**config.mk**
```make
export PLATFORM = sky130hd
export DESIGN_NAME = mem_port_arbiter
export DESIGN_NICKNAME = d
export VERILOG_FILES = /design/src/rtl/mem_pkg.sv /design/src/rtl/mem_wait_timer.sv /design/src/rtl/mem_port_arbiter.sv
export SDC_FILE = /design/constraint.sdc
export NUM_CORES = 1
export LEC_CHECK = 0
export CELL_PAD_IN_SITES_DETAIL_PLACEMENT = 0
export CELL_PAD_IN_SITES_GLOBAL_PLACEMENT = 1
export CORE_MARGIN = 3
export CORE_UTILIZATION = 36
export CTS_CLUSTER_DIAMETER = 30
export DETAILED_ROUTE_END_ITERATION = 6
export PLACE_DENSITY = 0.92
export SYNTH_ARGS = -nofsm -noshare
export SYNTH_HDL_FRONTEND = slang
export SYNTH_HIERARCHICAL = 1
export SYNTH_SLANG_ARGS = --single-unit
```
**constraint.sdc**
```tcl
create_clock -name clk -period 7.5 [get_ports clk]
set_clock_uncertainty 0.15 [all_clocks]
set_input_delay 1.875 -clock clk [delete_from_list [all_inputs] [get_ports clk]]
set_output_delay 1.875 -clock clk [all_outputs]
set_load 0.03 [all_outputs]
```
**src/rtl/mem_pkg.sv**
```systemverilog
// Shared definitions for the memory port arbiter.
//   - arb_state_e : arbiter FSM state encoding
//   - ADDR_W_DEF / DATA_W_DEF : default bus widths
//   - BE_ALL : all-ones byte-enable source, sliced to the byte-enable width in use
package mem_pkg;

  localparam int unsigned ADDR_W_DEF = 32;
  localparam int unsigned DATA_W_DEF = 32;

  // Wide enough for DATA_W up to 512; users slice [BE_W-1:0].
  localparam logic [63:0] BE_ALL = '1;

  typedef enum logic [1:0] {
    StIdle  = 2'd0,
    StBusyI = 2'd1,
    StBusyD = 2'd2,
    StFault = 2'd3
  } arb_state_e;

endpackage

```
**src/rtl/mem_wait_timer.sv**
```systemverilog
// Wait-state counter for an outstanding memory transaction.
//   clk, rst_n : clock, asynchronous active-low reset
//   clr_i      : restart the count at zero (grant edge)
//   en_i       : count one more cycle without acknowledge
//   expired_o  : count has reached TIMEOUT-1
module mem_wait_timer #(
  parameter int unsigned TIMEOUT = 255
) (
  input  logic clk,
  input  logic rst_n,
  input  logic clr_i,
  input  logic en_i,
  output logic expired_o
);

  logic [15:0] wait_cnt_q, wait_cnt_d;

  assign expired_o = (wait_cnt_q == 16'(TIMEOUT - 1));

  // Holds at the expiry value so the count can never wrap past it.
  always_comb begin
    wait_cnt_d = wait_cnt_q;
    if (clr_i) begin
      wait_cnt_d = '0;
    end else if (en_i && !expired_o) begin
      wait_cnt_d = wait_cnt_q + 16'd1;
    end
  end

  always_ff @(posedge clk or negedge rst_n) begin
    if (!rst_n) begin
      wait_cnt_q <= '0;
    end else begin
      wait_cnt_q <= wait_cnt_d;
    end
  end

endmodule

```
**src/rtl/mem_port_arbiter.sv**
```systemverilog
// Shares one single-port memory between instruction fetch and load/store.
//   clk, rst_n                          : clock, asynchronous active-low reset
//   ifReq/ifAddr -> ifData/ifValid      : fetch requester (req held until valid)
//   dReq/dWe/dAddr/dWdata/dBe
//                -> dRdata/dValid       : load/store requester (req held until valid)
//   memReq/memWe/memAddr/memWdata/memBe : memory transaction, stable until ack
//   memRdata/memAck                     : memory response, one-cycle ack
//   stall                               : hold pc while any access is outstanding
//   busErr                              : sticky timeout fault
module mem_port_arbiter
  import mem_pkg::*;
#(
  parameter int unsigned ADDR_W     = ADDR_W_DEF,
  parameter int unsigned DATA_W     = DATA_W_DEF,
  parameter int unsigned TIMEOUT    = 255,
  parameter int unsigned STARVE_MAX = 2
) (
  input  logic                  clk,
  input  logic                  rst_n,
  input  logic                  ifReq,
  input  logic [ADDR_W-1:0]     ifAddr,
  output logic [DATA_W-1:0]     ifData,
  output logic                  ifValid,
  input  logic                  dReq,
  input  logic                  dWe,
  input  logic [ADDR_W-1:0]     dAddr,
  input  logic [DATA_W-1:0]     dWdata,
  input  logic [DATA_W/8-1:0]   dBe,
  output logic [DATA_W-1:0]     dRdata,
  output logic                  dValid,
  output logic                  memReq,
  output logic                  memWe,
  output logic [ADDR_W-1:0]     memAddr,
  output logic [DATA_W-1:0]     memWdata,
  output logic [DATA_W/8-1:0]   memBe,
  input  logic [DATA_W-1:0]     memRdata,
  input  logic                  memAck,
  output logic                  stall,
  output logic                  busErr
);

  localparam int unsigned BeW       = DATA_W / 8;
  localparam logic [7:0]  StarveMax = 8'(STARVE_MAX);

  arb_state_e          state_q, state_d;
  logic                mem_req_q, mem_req_d;
  logic                mem_we_q, mem_we_d;
  logic [ADDR_W-1:0]   mem_addr_q, mem_addr_d;
  logic [DATA_W-1:0]   mem_wdata_q, mem_wdata_d;
  logic [BeW-1:0]      mem_be_q, mem_be_d;
  logic [DATA_W-1:0]   if_data_q, if_data_d;
  logic [DATA_W-1:0]   d_rdata_q, d_rdata_d;
  logic                if_valid_q, if_valid_d;
  logic                d_valid_q, d_valid_d;
  logic                bus_err_q, bus_err_d;
  logic [7:0]          starve_q, starve_d;

  logic if_elig, d_elig, grant_i, grant_d;
  logic timer_clr, timer_en, timer_expired;

  // A requester whose valid is pulsing this cycle is still holding the old req.
  assign if_elig = ifReq & ~if_valid_q;
  assign d_elig  = dReq & ~d_valid_q;
  assign grant_d = d_elig & (~if_elig | (starve_q != StarveMax));
  assign grant_i = if_elig & ~grant_d;

  mem_wait_timer #(
    .TIMEOUT (TIMEOUT)
  ) u_wait_timer (
    .clk       (clk),
    .rst_n     (rst_n),
    .clr_i     (timer_clr),
    .en_i      (timer_en),
    .expired_o (timer_expired)
  );

  always_comb begin
    state_d     = state_q;
    mem_req_d   = mem_req_q;
    mem_we_d    = mem_we_q;
    mem_addr_d  = mem_addr_q;
    mem_wdata_d = mem_wdata_q;
    mem_be_d    = mem_be_q;
    if_data_d   = if_data_q;
    d_rdata_d   = d_rdata_q;
    if_valid_d  = 1'b0;
    d_valid_d   = 1'b0;
    bus_err_d   = bus_err_q;
    starve_d    = starve_q;
    timer_clr   = 1'b0;
    timer_en    = 1'b0;

    unique case (state_q)
      StIdle: begin
        if (grant_d) begin
          state_d     = StBusyD;
          mem_req_d   = 1'b1;
          mem_we_d    = dWe;
          mem_addr_d  = dAddr;
          mem_wdata_d = dWdata;
          // Reads always fetch the whole word.
          mem_be_d    = dWe ? dBe : BE_ALL[BeW-1:0];
          timer_clr   = 1'b1;
          if (ifReq && (starve_q < StarveMax)) begin
            starve_d = starve_q + 8'd1;
          end
        end else if (grant_i) begin
          state_d    = StBusyI;
          mem_req_d  = 1'b1;
          mem_we_d   = 1'b0;
          mem_addr_d = ifAddr;
          mem_be_d   = BE_ALL[BeW-1:0];
          timer_clr  = 1'b1;
          starve_d   = '0;
        end
      end
      StBusyI, StBusyD: begin
        // An ack on the timeout cycle still completes the transaction.
        if (memAck) begin
          state_d   = StIdle;
          mem_req_d = 1'b0;
          if (state_q == StBusyI) begin
            if_data_d  = memRdata;
            if_valid_d = 1'b1;
          end else begin
            d_valid_d = 1'b1;
            if (!mem_we_q) begin
              d_rdata_d = memRdata;
            end
          end
        end else if (timer_expired) begin
          state_d   = StFault;
          mem_req_d = 1'b0;
          bus_err_d = 1'b1;
        end else begin
          timer_en = 1'b1;
        end
      end
      StFault: begin
        // Absorbing; only reset leaves.
      end
    endcase
  end

  always_ff @(posedge clk or negedge rst_n) begin
    if (!rst_n) begin
      state_q     <= StIdle;
      mem_req_q   <= 1'b0;
      mem_we_q    <= 1'b0;
      mem_addr_q  <= '0;
      mem_wdata_q <= '0;
      mem_be_q    <= '0;
      if_data_q   <= '0;
      d_rdata_q   <= '0;
      if_valid_q  <= 1'b0;
      d_valid_q   <= 1'b0;
      bus_err_q   <= 1'b0;
      starve_q    <= '0;
    end else begin
      state_q     <= state_d;
      mem_req_q   <= mem_req_d;
      mem_we_q    <= mem_we_d;
      mem_addr_q  <= mem_addr_d;
      mem_wdata_q <= mem_wdata_d;
      mem_be_q    <= mem_be_d;
      if_data_q   <= if_data_d;
      d_rdata_q   <= d_rdata_d;
      if_valid_q  <= if_valid_d;
      d_valid_q   <= d_valid_d;
      bus_err_q   <= bus_err_d;
      starve_q    <= starve_d;
    end
  end

  assign memReq   = mem_req_q;
  assign memWe    = mem_we_q;
  assign memAddr  = mem_addr_q;
  assign memWdata = mem_wdata_q;
  assign memBe    = mem_be_q;
  assign ifData   = if_data_q;
  assign dRdata   = d_rdata_q;
  assign ifValid  = if_valid_q;
  assign dValid   = d_valid_q;
  assign busErr   = bus_err_q;
  assign stall    = (state_q != StIdle) | ((ifReq | dReq) & ~if_valid_q & ~d_valid_q);

endmodule

```
Yosys cells after proc, flatten, opt, wreduce, memory -nomap -nowiden. Cells that the tools add are included.

Reductions and logical operators: 16. $lt $le $gt $ge: 1. Bitwise operators: 16. Multiply operators: 0. Shift operators: 0. Multiplexer cells: 34. Equality and inequality tests: 7. Div/mod/pow operators: 0. $add $sub $neg: 2.

Operators by type and width (number): 2-to-1 mux 32 bit (2); 2-to-1 mux 16 bit (2); 2-to-1 mux 8 bit (3); 2-to-1 mux 1 bit (18); adder 16 x 1 -> 16 bit, second input constant (1); equality test 16 x 8 -> 1 bit, second input constant (1); 2-to-1 mux 4 bit (3); AND reduction 3 bit (4); adder 8 x 1 -> 8 bit, second input constant (1); less-than comparator 8 x 2 -> 1 bit, second input constant (1); 2-to-1 mux 2 bit (4); inequality test 8 x 2 -> 1 bit, second input constant (1); nonzero test 2 bit (4); inverter 1 bit (7); bitwise AND 1 bit (6); one-hot mux 2 bit (2 select lines) (1); AND reduction 2 bit (2); AND reduction 4 bit (1); inequality test 3 x 2 -> 1 bit, second input constant (1); inequality test 3 bit, second input constant (1); bitwise OR 1 bit (3); equality test 2 x 1 -> 1 bit, second input constant (1); equality test 2 bit, second input constant (1); logical AND 1 bit (2); 5 further kinds (5).

RAM bits: 0. Latch bits: 0. Bits of input ports: 138. Output and inout port bits: 138. ROM bits: 0. Bits in registers: 163. Memories kept: 0.

Longest topological paths before layout.
Depth after elaboration: 11. Gate-level depth with buffers: 12.

By module. The synthesis kept the hierarchy.

By module, submodules not included: mem_port_arbiter (cells each 465, area an instance 5919.4 um^2, times used 1); mem_wait_timer (cells each 93, area an instance 889.6 um^2, times used 1).

Worst setup path after synthesis. Ideal clock, no wire load.

Kind: input to output. Start point: in dReq. End point: out stall. Path buffers: 0. Setup slack: 2818 ps. Stages: 2. Arrival: 2657 ps. Data required time: 5475 ps. Cells stage by stage: nor2_1 -> o31ai_1.

Word-level cells in the longest chain between the ends: 4.

Ends and longest elaborated chain: from (decl) (line mem_port_arbiter.sv:24) `input logic dReq,`; bitwise OR 1 bit (line mem_port_arbiter.sv:185) `assign stall = (state_q != StIdle) | ((ifReq | dReq) & ~if_valid_q & ~d_valid_q);`; bitwise AND 1 bit (2 in series) (line mem_port_arbiter.sv:185); bitwise OR 1 bit (line mem_port_arbiter.sv:185); to (decl) (line mem_port_arbiter.sv:38) `output logic stall,`.

No other way between the ends.

Worst setup path after layout.
Start point: in ifReq. End point: out stall.

Word-level cells in the longest chain between the ends: 4.

Ends and longest elaborated chain: from (decl) (line mem_port_arbiter.sv:20) `input logic ifReq,`; bitwise OR 1 bit (line mem_port_arbiter.sv:185); bitwise AND 1 bit (2 in series) (line mem_port_arbiter.sv:185); bitwise OR 1 bit (line mem_port_arbiter.sv:185).

No other way between the ends.

==> flow_results.org <==
** Power
- In this run the power density over the cells is 473 nW/um^2.
- For this design the static power due to leakage is 4.38 nW.
- Design Power :: 4.90 mW
- Worst voltage drop across the vdd grid :: 0.000264 V

** Yosys
- A synthesized cell averages 12.2 um^2.
- After synthesis the netlist holds a flip-flop and latch count of 163.
- Number of synthesized flops with an enable pin :: 0
- Commonest register cell after synthesis :: sky130_fd_sc_hd__dfrtp_1
- During synthesis, Yosys emitted a total of 6 warnings.
- Post-synth ARST share :: 100%
- In the synthesized netlist, the number of instances is 558.
- Sequential area share after synthesis :: 59.9%
- Synthesis produced a netlist with a net count of 702.
- Netlist area before placement :: 6810 um^2
- The synthesized netlist contains 51 unique library cells.

** Detailed routing
- Vias after detailed routing :: 5380
- Before antenna repair, the detailed router went through 4 iterations.
- Dividing the detail-routed via count by the number of cells gives 5.02.
- Dividing the detail-routed wire length by the instance count gives 17.5 um.
- The detailed router finished its first iteration with 179 violations.
- For this run, design rule violations remaining after detail routing come to 0.
- Detail Route Antenna Nets :: 0
- For this block, the routed nets add up to 18700 um of wire.

** Final layout
- The top cell types in the final layout, fill and taps aside, are 274 x sky130_fd_sc_hd__clkdlybuf4s50_1, 163 x sky130_fd_sc_hd__dfrtp_1, 71 x sky130_fd_sc_hd__a21oi_1, 67 x sky130_fd_sc_hd__mux2_2, 48 x sky130_fd_sc_hd__nor2_1.
- Summing all non-filler instances in the final layout gives an area of 10400 um^2.
- The library cell used most frequently in the layout, excluding fill and tap cells, is sky130_fd_sc_hd__clkdlybuf4s50_1.
- Number of antenna cells inserted :: 0
- Fraction of final layout cells with drive strength greater than 1 :: 14.1%
- Number of nets in the final layout :: 974
- Area growth from synthesis to layout :: 52.1%

** Critical path
- Cells traversed along the worst timing path :: clkdlybuf4s50_1 > nor2_1 > o31ai_1 > clkdlybuf4s50_1
- Element type at the critical path end :: output port
- Cell type with the highest occurrence count on the critical path :: sky130_fd_sc_hd__clkdlybuf4s50_1
- Counting cells, the worst reg-to-reg path comes to 10.
- CP peak stage delay :: 790 ps
- The slowest stage of the critical path is the sky130_fd_sc_hd__clkdlybuf4s50_1 cell.
- In this run the critical register-to-register path is launched from u_wait_timer/wait_cnt_q[0].
- Along the worst path, the maximum fanout reaches 4.
- The worst setup path is launched from an input pin.
- Critical path type :: in2out
- Data on the critical path arrives at its endpoint at 3440 ps.
- In this run the worst setup path begins at ifReq.
- STA puts the critical path data required time at 5480 ps.

** Clock tree
- Worst-skew pair later-pin latency :: 410 ps
- CTS Root Buffer Type :: sky130_fd_sc_hd__clkbuf_16
- In this run the deepest clock path goes through 2 buffers.
- After clock tree synthesis, the repair step resized 0 gates.
- Number of levels the H-tree was split into :: 4
- TritonCTS clock tree :: built
- Cts bufs inserted :: 17
- Clock slew seen by the registers of the worst setup and hold paths :: 60 ps
- The tree built by TritonCTS fans out to 163 sinks.
- Total of hold buffers inserted after clock tree synthesis :: 0
- Post-CTS repair timing setup buffer count :: 0

** Run
- The tool flagged a number of max-cap violations equal to 0.

** Placed design
- Count of buffers inserted at the top-level ports :: 275
- At the end of routability-driven placement, the weighted congestion stood at 0.782.
- Before CTS, the worst setup slack after placement is 2060 ps.
- DP Wirelength :: 13000 um
- After detailed placement, the total cell area comes to 9760 um^2.

** Timing
- Remaining max-slew budget at the tightest pin :: 27.8%
- Finish-stage setup viols :: 0
- The worst path meets setup with 2030 ps of slack.
- Setup TNS after final layout :: 0 ps
- Slew at the pin closest to its max-slew limit :: 1080 ps
- Share of the cycle needed by the critical path after routing :: 72.9%
- Derived from the worst setup path, the maximum achievable clock frequency is 183 MHz.
- Hold is met by 330 ps.
- Unrepaired setup endpoints after global routing :: false
- Pins Over Slew Limit :: 0
- Fin. Hold Viols :: 0
- The worst path needs 5470 ps of the cycle, external delays included.

** Global route
- Via count of the first global-routing pass :: 5571
- Global routing finished with a remaining overflow of 0.
- Entering global routing, the biggest net connects 96 pins.
- Global routing consumed, over all layers together, 17.6% of the routing resources.
- First-pass GRT wire length :: 28700 um
- The initial antenna violation count came to 0.

** Worst hold path
- Critical hold path startpoint :: busErr
- Along the worst hold path, the cell count comes to 1.
- The min-delay analysis places its worst path in the category reg2reg.

** Floorplan
- Boundary pin count :: 276
- For this configuration, the core starts out at a cell density of 37.3%.
- DIE WIDTH :: 144 um
- After floorplanning, the core was sized to cover 18300 um^2.
- Total Die Area :: 20600 um^2
- Die extent in y :: 144 um
- The initialized floorplan defines 49 standard-cell rows.

** Run status
- The flow ran to the end, and the final reports show no timing, DRC or antenna violations.
state kept, by name, summed over array words and instances (netlist names), 2 cells and up:
signal	count
memWdata	32
memAddr	32
state_q	2
dRdata	32
memBe	4
u_wait_timer/wait_cnt_q	16
ifData	32
starve_q	8
worst max-delay path, delay by kind of cell:
| kind | cells | cell delay (ps) |
|---|---|---|
| buf+inv | 2 | 1320 |
| compound gates | 1 | 200 |
| simple gates | 1 | 60 |
path summary, 6_finish.rpt:
kind / slack (ps) / endpoint
setup reg to reg: 3970 / u_wait_timer/wait_cnt_q[12]
hold / removal: 330 / busErr
setup / recovery: 2030 / stall
hold reg to reg: 330 / busErr
min in group asynchronous: 1410 / ifData[9]
max in group asynchronous: 4320 / dRdata[1]
metal layers:
layer / up-vias / global-route usage (%) / part of all wire [%]
met5: - / 0 / 0
met4: 0 / 4.71 / 1.1
met3: 15 / 8.22 / 12
met2: 240 / 28.7 / 46
met1: 2605 / 21.3 / 41
li1: 2520 / - / -
area by class of cell:
cell class | instances | area, um^2
clock buffer | 19 | 453
clock inverter | 12 | 144
fill | 1593 | 7910
inverter | 11 | 41.3
multi-input combinational | 355 | 2550
sequential | 163 | 4080
tap | 229 | 287
timing repair buffer | 282 | 2810
cell usage after synthesis (3+ instances only):
master / instances / area [um^2]
sky130_fd_sc_hd__a21oi_1: 71 / 355
sky130_fd_sc_hd__dfrtp_1: 163 / 4080
sky130_fd_sc_hd__mux2_1: 29 / 327
sky130_fd_sc_hd__mux2_2: 67 / 754
sky130_fd_sc_hd__nor2_1: 48 / 180
sky130_fd_sc_hd__nor4_1: 6 / 37.5
sky130_fd_sc_hd__or3_1: 3 / 18.8
sky130_fd_sc_hd__nor2b_1: 7 / 43.8
sky130_fd_sc_hd__o21bai_1: 3 / 22.5
sky130_fd_sc_hd__o22a_1: 4 / 35.0
sky130_fd_sc_hd__buf_2: 11 / 55.1
sky130_fd_sc_hd__clkbuf_1: 9 / 33.8
sky130_fd_sc_hd__buf_8: 3 / 45.0
sky130_fd_sc_hd__nand2_1: 42 / 158
sky130_fd_sc_hd__ha_1: 6 / 75.1
sky130_fd_sc_hd__inv_1: 11 / 41.3
sky130_fd_sc_hd__nand3_1: 6 / 30.0
sky130_fd_sc_hd__o21ai_0: 4 / 20.0
sky130_fd_sc_hd__buf_1: 5 / 18.8
sky130_fd_sc_hd__a31oi_1: 6 / 37.5
sky130_fd_sc_hd__nand4_1: 5 / 31.3
sky130_fd_sc_hd__nor3_1: 7 / 35.0
sky130_fd_sc_hd__xnor2_1: 5 / 43.8
cells by family (layout without fill, tap and decap cells):
kind of cell / after synthesis / after routing / synth area share [%]
fa+ha+maj: 6 / 6 / 1.10
mux: 96 / 96 / 15.9
buf+inv: 40 / 324 / 2.96
xor+xnor: 5 / 5 / 0.643
simple gates: 143 / 143 / 10.6
flops: 163 / 163 / 59.9
compound gates: 105 / 105 / 8.95
metrics by stage:
| stage | util, % | instances |
|---|---|---|
| 2_1_floorplan | - | 558 |
| 3_3_place_gp | 53.4 | 1040 |
| 3_5_place_dp | 53.4 | 1040 |
| 4_1_cts | 56.7 | 1071 |
| 5_1_grt | 56.7 | 1071 |
| 6_report | 56.7 | 1071 |
power breakdown:
part / switching [mW] / leakage (nW) / total [mW] / internal, mW
Sequential: 0.213 / 1.95 / 1.49 / 1.27
Clock: 0.371 / 0.295 / 0.885 / 0.514
Combinational: 1.43 / 2.14 / 2.53 / 1.10
Total: 2.01 / 4.38 / 4.90 / 2.89
No activity file was read; power rests on OpenSTA's default activity.
